==> config.mk <==
export PLATFORM = sky130hd
export DESIGN_NAME = bpu_update_ctrl
export DESIGN_NICKNAME = d
export VERILOG_FILES = /design/src/rtl/bpu_update_ctrl.sv
export SDC_FILE = /design/constraint.sdc
export NUM_CORES = 1
export LEC_CHECK = 0
export CORE_MARGIN = 10
export CORE_UTILIZATION = 59
export DETAILED_ROUTE_END_ITERATION = 6
export PLACE_DENSITY = 0.86
export REMOVE_ABC_BUFFERS = 1
export SETUP_SLACK_MARGIN = 0.3
export SYNTH_ARGS = -nofsm -noshare
export SYNTH_HDL_FRONTEND = slang
export SYNTH_SLANG_ARGS = --single-unit
==> constraint.sdc <==
create_clock -name clock -period 27 [get_ports clock]
set_input_delay 5.4 -clock clock [delete_from_list [all_inputs] [get_ports clock]]
set_output_delay 5.4 -clock clock [all_outputs]
set_load 0.05 [all_outputs]
==> src/rtl/bpu_update_ctrl.sv <==
`default_nettype none
// ============================================================================
// Module   : bpu_update_ctrl
// Purpose  : Sequences all BHT/BTB table writes: an init sweep after reset,
//            then round-robin-arbitrated branch updates through a small FIFO,
//            applying a 2-bit saturating counter read-modify-write per update.
// Revision : 1.0  initial release
// ============================================================================
module bpu_update_ctrl #(
    parameter int IDX_BITS   = 6,
    parameter int ROW_SHIFT  = 6,
    parameter int FIFO_DEPTH = 4
) (
    input  logic        clock,
    input  logic        reset,
    input  logic        req0_valid,
    output logic        req0_ready,
    input  logic [63:0] req0_pc,
    input  logic        req0_taken,
    input  logic [31:0] req0_target,
    input  logic [31:0] req0_bht_row,
    input  logic        req1_valid,
    output logic        req1_ready,
    input  logic [63:0] req1_pc,
    input  logic        req1_taken,
    input  logic [31:0] req1_target,
    input  logic [31:0] req1_bht_row,
    input  logic        flush,
    output logic [63:0] wr_addr,
    output logic        wr_en,
    output logic [31:0] bht_wr_data,
    output logic [31:0] btb_wr_data,
    output logic        init_busy
);

    localparam int                C_AW       = $clog2(FIFO_DEPTH);
    localparam logic [31:0]       C_INIT_ROW = 32'h5555_5555;
    localparam logic [IDX_BITS:0] C_ROWS     = {1'b1, {IDX_BITS{1'b0}}};
    localparam logic [IDX_BITS:0] C_CNT_ONE  = 1;
    localparam logic [C_AW:0]     C_PTR_ONE  = 1;

    typedef enum logic [0:0] {
        ST_INIT = 1'b0,
        ST_RUN  = 1'b1
    } state_t;

    typedef struct packed {
        logic [63:0] pc;
        logic        taken;
        logic [31:0] target;
        logic [31:0] row;
    } entry_t;

    state_t              state_q, state_d;
    logic [IDX_BITS:0]   init_cnt_q, init_cnt_d;
    entry_t              fifo_q [FIFO_DEPTH];
    entry_t              fifo_d [FIFO_DEPTH];
    logic [C_AW:0]       wr_ptr_q, wr_ptr_d, rd_ptr_q, rd_ptr_d;
    logic                rr_q, rr_d;
    logic                byp_valid_q, byp_valid_d;
    logic [IDX_BITS-1:0] byp_idx_q, byp_idx_d;
    logic [31:0]         byp_row_q, byp_row_d;
    logic                wr_en_q, wr_en_d;
    logic [63:0]         wr_addr_q, wr_addr_d;
    logic [31:0]         bht_q, bht_d;
    logic [31:0]         btb_q, btb_d;

    logic                w_run, w_empty, w_full;
    logic                w_grant0, w_grant1, w_push, w_pop;
    entry_t              w_in, w_head;
    logic [3:0]          w_slot;
    logic [IDX_BITS-1:0] w_idx;
    logic [31:0]         w_base, w_row_new;
    logic [1:0]          w_cnt, w_cnt_new;
    logic                w_unused;

    assign w_run   = (state_q == ST_RUN);
    assign w_empty = (wr_ptr_q == rd_ptr_q);
    assign w_full  = (wr_ptr_q[C_AW] != rd_ptr_q[C_AW]) &&
                     (wr_ptr_q[C_AW-1:0] == rd_ptr_q[C_AW-1:0]);

    // rr_q names the requester that wins a tie.
    assign w_grant0 = req0_valid && (!req1_valid || !rr_q);
    assign w_grant1 = req1_valid && (!req0_valid ||  rr_q);

    assign req0_ready = w_run && w_grant0 && !w_full && !flush;
    assign req1_ready = w_run && w_grant1 && !w_full && !flush;
    assign w_push     = req0_ready || req1_ready;
    assign w_pop      = w_run && !w_empty && !flush;

    always_comb begin
        w_in = w_grant0 ? '{pc: req0_pc, taken: req0_taken, target: req0_target, row: req0_bht_row}
                        : '{pc: req1_pc, taken: req1_taken, target: req1_target, row: req1_bht_row};
    end

    assign w_head   = fifo_q[rd_ptr_q[C_AW-1:0]];
    assign w_slot   = w_head.pc[5:2];
    assign w_idx    = w_head.pc[ROW_SHIFT+IDX_BITS-1:ROW_SHIFT];
    assign w_unused = ^w_head.pc[1:0];

    // Consecutive updates to one row would otherwise lose the earlier increment.
    assign w_base = (byp_valid_q && (byp_idx_q == w_idx)) ? byp_row_q : w_head.row;
    assign w_cnt  = w_base[{w_slot, 1'b0} +: 2];

    always_comb begin
        if (w_head.taken) begin
            w_cnt_new = (w_cnt == 2'd3) ? 2'd3 : w_cnt + 2'd1;
        end else begin
            w_cnt_new = (w_cnt == 2'd0) ? 2'd0 : w_cnt - 2'd1;
        end
        w_row_new = w_base;
        w_row_new[{w_slot, 1'b0} +: 2] = w_cnt_new;
    end

    always_comb begin
        state_d     = state_q;
        init_cnt_d  = init_cnt_q;
        fifo_d      = fifo_q;
        wr_ptr_d    = wr_ptr_q;
        rd_ptr_d    = rd_ptr_q;
        rr_d        = rr_q;
        byp_valid_d = byp_valid_q;
        byp_idx_d   = byp_idx_q;
        byp_row_d   = byp_row_q;
        wr_en_d     = 1'b0;
        wr_addr_d   = wr_addr_q;
        bht_d       = bht_q;
        btb_d       = btb_q;

        case (state_q)
            ST_INIT: begin
                if (init_cnt_q == C_ROWS) begin
                    state_d = ST_RUN;
                end else begin
                    wr_en_d    = 1'b1;
                    wr_addr_d  = {{(64-IDX_BITS-ROW_SHIFT){1'b0}},
                                  init_cnt_q[IDX_BITS-1:0], {ROW_SHIFT{1'b0}}};
                    bht_d      = C_INIT_ROW;
                    btb_d      = 32'h0;
                    init_cnt_d = init_cnt_q + C_CNT_ONE;
                end
            end
            default: begin
                if (flush) begin
                    rd_ptr_d    = wr_ptr_q;
                    byp_valid_d = 1'b0;
                end else begin
                    if (w_pop) begin
                        rd_ptr_d    = rd_ptr_q + C_PTR_ONE;
                        wr_en_d     = 1'b1;
                        wr_addr_d   = {w_head.pc[63:ROW_SHIFT], {ROW_SHIFT{1'b0}}};
                        bht_d       = w_row_new;
                        btb_d       = w_head.target;
                        byp_valid_d = 1'b1;
                        byp_idx_d   = w_idx;
                        byp_row_d   = w_row_new;
                    end
                    if (w_push) begin
                        fifo_d[wr_ptr_q[C_AW-1:0]] = w_in;
                        wr_ptr_d = wr_ptr_q + C_PTR_ONE;
                        rr_d     = req0_ready;
                    end
                end
            end
        endcase
    end

    always_ff @(posedge clock) begin
        fifo_q <= fifo_d;
        if (reset) begin
            state_q     <= ST_INIT;
            init_cnt_q  <= '0;
            wr_ptr_q    <= '0;
            rd_ptr_q    <= '0;
            rr_q        <= 1'b0;
            byp_valid_q <= 1'b0;
            byp_idx_q   <= '0;
            byp_row_q   <= '0;
            wr_en_q     <= 1'b0;
            wr_addr_q   <= '0;
            bht_q       <= '0;
            btb_q       <= '0;
        end else begin
            state_q     <= state_d;
            init_cnt_q  <= init_cnt_d;
            wr_ptr_q    <= wr_ptr_d;
            rd_ptr_q    <= rd_ptr_d;
            rr_q        <= rr_d;
            byp_valid_q <= byp_valid_d;
            byp_idx_q   <= byp_idx_d;
            byp_row_q   <= byp_row_d;
            wr_en_q     <= wr_en_d;
            wr_addr_q   <= wr_addr_d;
            bht_q       <= bht_d;
            btb_q       <= btb_d;
        end
    end

    assign wr_en       = wr_en_q;
    assign wr_addr     = wr_addr_q;
    assign bht_wr_data = bht_q;
    assign btb_wr_data = btb_q;
    assign init_busy   = (state_q == ST_INIT);

endmodule
`default_nettype wire

==> reports/metrics.cfg <==
[run_status]
status = complete, no violations

[critical_path]
timing.rr.end = bht_wr_data[17]
critPathMostFrequentCell = clkdlybuf4s50_1
max_stage_delay_ns = 0.91
r2r_setup_slack_ns = 20.95
endpoint = req1_ready
reg2reg_depth = 10
cp_data_arrival_time_ns = 7.93
cp_slowest_cell = clkdlybuf4s50_1
critical_path_class = in2out
end_kind = output port
required_ns = 21.60
setup.worst_path.start = req1_valid
start_kind = primary input
cp_max_fo = 47
rr_startpoint = rd_ptr_q[0]
crit_chain = clkdlybuf4s50_1, a21boi_4, buf_4, nor4b_1, clkdlybuf4s50_1

[yosys]
synth-seq-cells = 685
ys.flop_type = edfxtp_1
ys_seq_area_share_pct = 67.0
synth_top_area_cell = edfxtp_1
avgSynthCellArea_um2 = 15.2
synth.lib_cells_used.distinct = 64
syn_area_um2 = 28000
ys_warn_count = 0
synthTopCellsByArea = edfxtp_1 (54%), dfxtp_1 (13%), mux4_2 (10%)
synth_top_area_share_pct = 54.4
synthArstFlopShare_pct = 0
synth_cells = 1846
synth_edf_count = 508

[die]
die_w_um = 238
coreArea_um2 = 46800
start_util_pct = 60.0
rows = 79
pin_count = 395
die-area_um2 = 56600
die_height_um = 238

[global_route]
grt_max_degree = 83
grt_pass1_vias = 19000
grt_pass1_wl_um = 112000
antenna_found_initial = 0
gr-usage-all-layers_pct = 25.7
overflow = 0

[clock_network]
clockRootBuffer = clkbuf_16
cts_hold_buf = 0
cts_inserted_buffers = 67
cts_sinks = 685
cts_tree = built
cts_setup_buffers = 0
clockBufferDepth = 3
cts_resized = 0
clkLatencyLatePin_ns = 0.60
htreeDepth = 3
clk_pin_slew_ns = 0.06

[drt]
drtAntennaViolNets = 0
num_vias = 17900
routed_wl_um = 73700
dr.pass1.iters = 5
drtIter0Drc = 1804
vias_per_cell = 6.28
drc = 0
wl_per_cell_um = 25.8

[sta]
hold_slack_ns = 0.469
post-route-min-period_ns = 13.33
setup_viol = 0
tns_ns = 0
worst_slew_pin_slew_ns = 1.30
hold_viol = 0
finClkSkew_ns = 0.0218
fmax_mhz = 75.0
finalWorstSetupSlack_ns = 13.67
rsz0062_at_grt = no
slew_violations = 0
finalCritPeriodShare_pct = 49.4
slew_headroom_pct = 13.2

[cells_and_area]
syn_to_final_growth_pct = 23.3
layout_common_cells = edfxtp_1 (508), clkdlybuf4s50_1 (383), dfxtp_1 (175), nand2_1 (173), mux2_2 (135)
final_common_cell = edfxtp_1
antenna_cells = 0
layout-drive-gt1-share_pct = 18.3
final_cell_area_um2 = 34600
nNetsFinal = 2474

[place]
port_buffers = 384
place_area_um2 = 32400
place_ws_ns = 13.62
dp_hpwl_um = 45300
gp_congestion = 0.904

[min_path]
hp-class = reg2reg

[power_and_ir_drop]
ir_drop_mv = 0.0766
power_density_nw_per_um2 = 62.6
p_total_mw = 2.16
leakage_nw = 11.3

[run]
drv_cap = 0

[state kept, by name, summed over array words and instances (netlist names)]
signal and cells:
rd_ptr_q 3, init_cnt_q 7, wr_ptr_q 3, wr_addr 58
state_q 1, fifo_q 508, byp_row_q 32, rr_q 1
byp_valid_q 1, byp_idx_q 6, btb_wr_data 32, wr_en 1
bht_wr_data 32
[stage by stage]
stage | cells | utilization, %
2_1_floorplan | 1724 | -
3_3_place_gp | 2738 | 69.2
3_5_place_dp | 2738 | 69.2
4_1_cts | 2858 | 74.0
5_1_grt | 2858 | 74.0
6_report | 2858 | 74.0
[synth_stat cells (all sizes together), types with 4 or more instances]
cell / instances
a2111oi: 12
a211o: 4
a211oi: 25
a21o: 4
a21oi: 135
a311o: 4
a31oi: 8
and2: 13
buf: 42
clkbuf: 85
dfxtp: 177
edfxtp: 508
ha: 11
inv: 12
mux2: 136
mux2i: 36
mux4: 127
nand2: 175
nand2b: 7
nand3: 109
nand3b: 4
nor2: 67
nor2b: 20
nor3: 27
o211ai: 11
o21ai: 17
o22ai: 7
o31ai: 4
or2: 5
xnor2: 11
xor2: 7
[kinds of logic after synthesis]
logic type | synth area share [%]
adders and majority gates | 0.491
muxes | 17.0
DFF | 67.0
buffers and inverters | 2.07
and+or+nand+nor | 7.20
AOI/OAI and AO/OA | 5.67
xor gates and xnor gates | 0.562
other | 0.0134
[worst min-delay path by stage]
stage	from	to	slack [ns]	cells past startpoint
6_report	byp_idx_q[3]	byp_idx_q[3]	0.47	2
5_1_grt	btb_wr_data[8]	btb_wr_data[8]	0.49	2
4_1_cts	byp_idx_q[3]	byp_idx_q[3]	0.47	2
3_5_place_dp	byp_row_q[7]	byp_row_q[7]	0.46	2
3_3_place_gp	byp_row_q[7]	byp_row_q[7]	0.45	2
2_1_floorplan	byp_row_q[13]	byp_row_q[13]	0.44	2
[report_power, final]
part	internal, mW	total (mW)	switching, mW
Combinational	0.0516	0.0953	0.0437
Sequential	1.14	1.14	0.00167
Clock	0.548	0.931	0.383
Total	1.74	2.16	0.429
[layer usage]
layer | up-vias | global-route usage [%] | wire [um] | part of all wire, %
met5 | - | 0 | 0 | 0
met4 | 0 | 8.82 | 1970 | 2.7
met3 | 142 | 6.14 | 6940 | 9.4
met2 | 970 | 43.7 | 37500 | 51
met1 | 9025 | 32.0 | 27300 | 37
li1 | 7808 | - | - | -
[layout make-up]
type	count	area [um^2]
clock inverters	24	221
inverters	12	45.0
clock buffers	96	1980
repair buffers	407	4010
multi-input cells	1027	8750
fillers	2781	12200
well taps	607	759
flip-flops and latches	685	18800
[critical path: cells and delay by family]
kind | cells | cell delay (ns)
AOI/OAI and AO/OA | 1 | 0.17
and+or+nand+nor | 1 | 0.57
buffers and inverters | 3 | 1.78
Power figures use the tool's default switching activity.
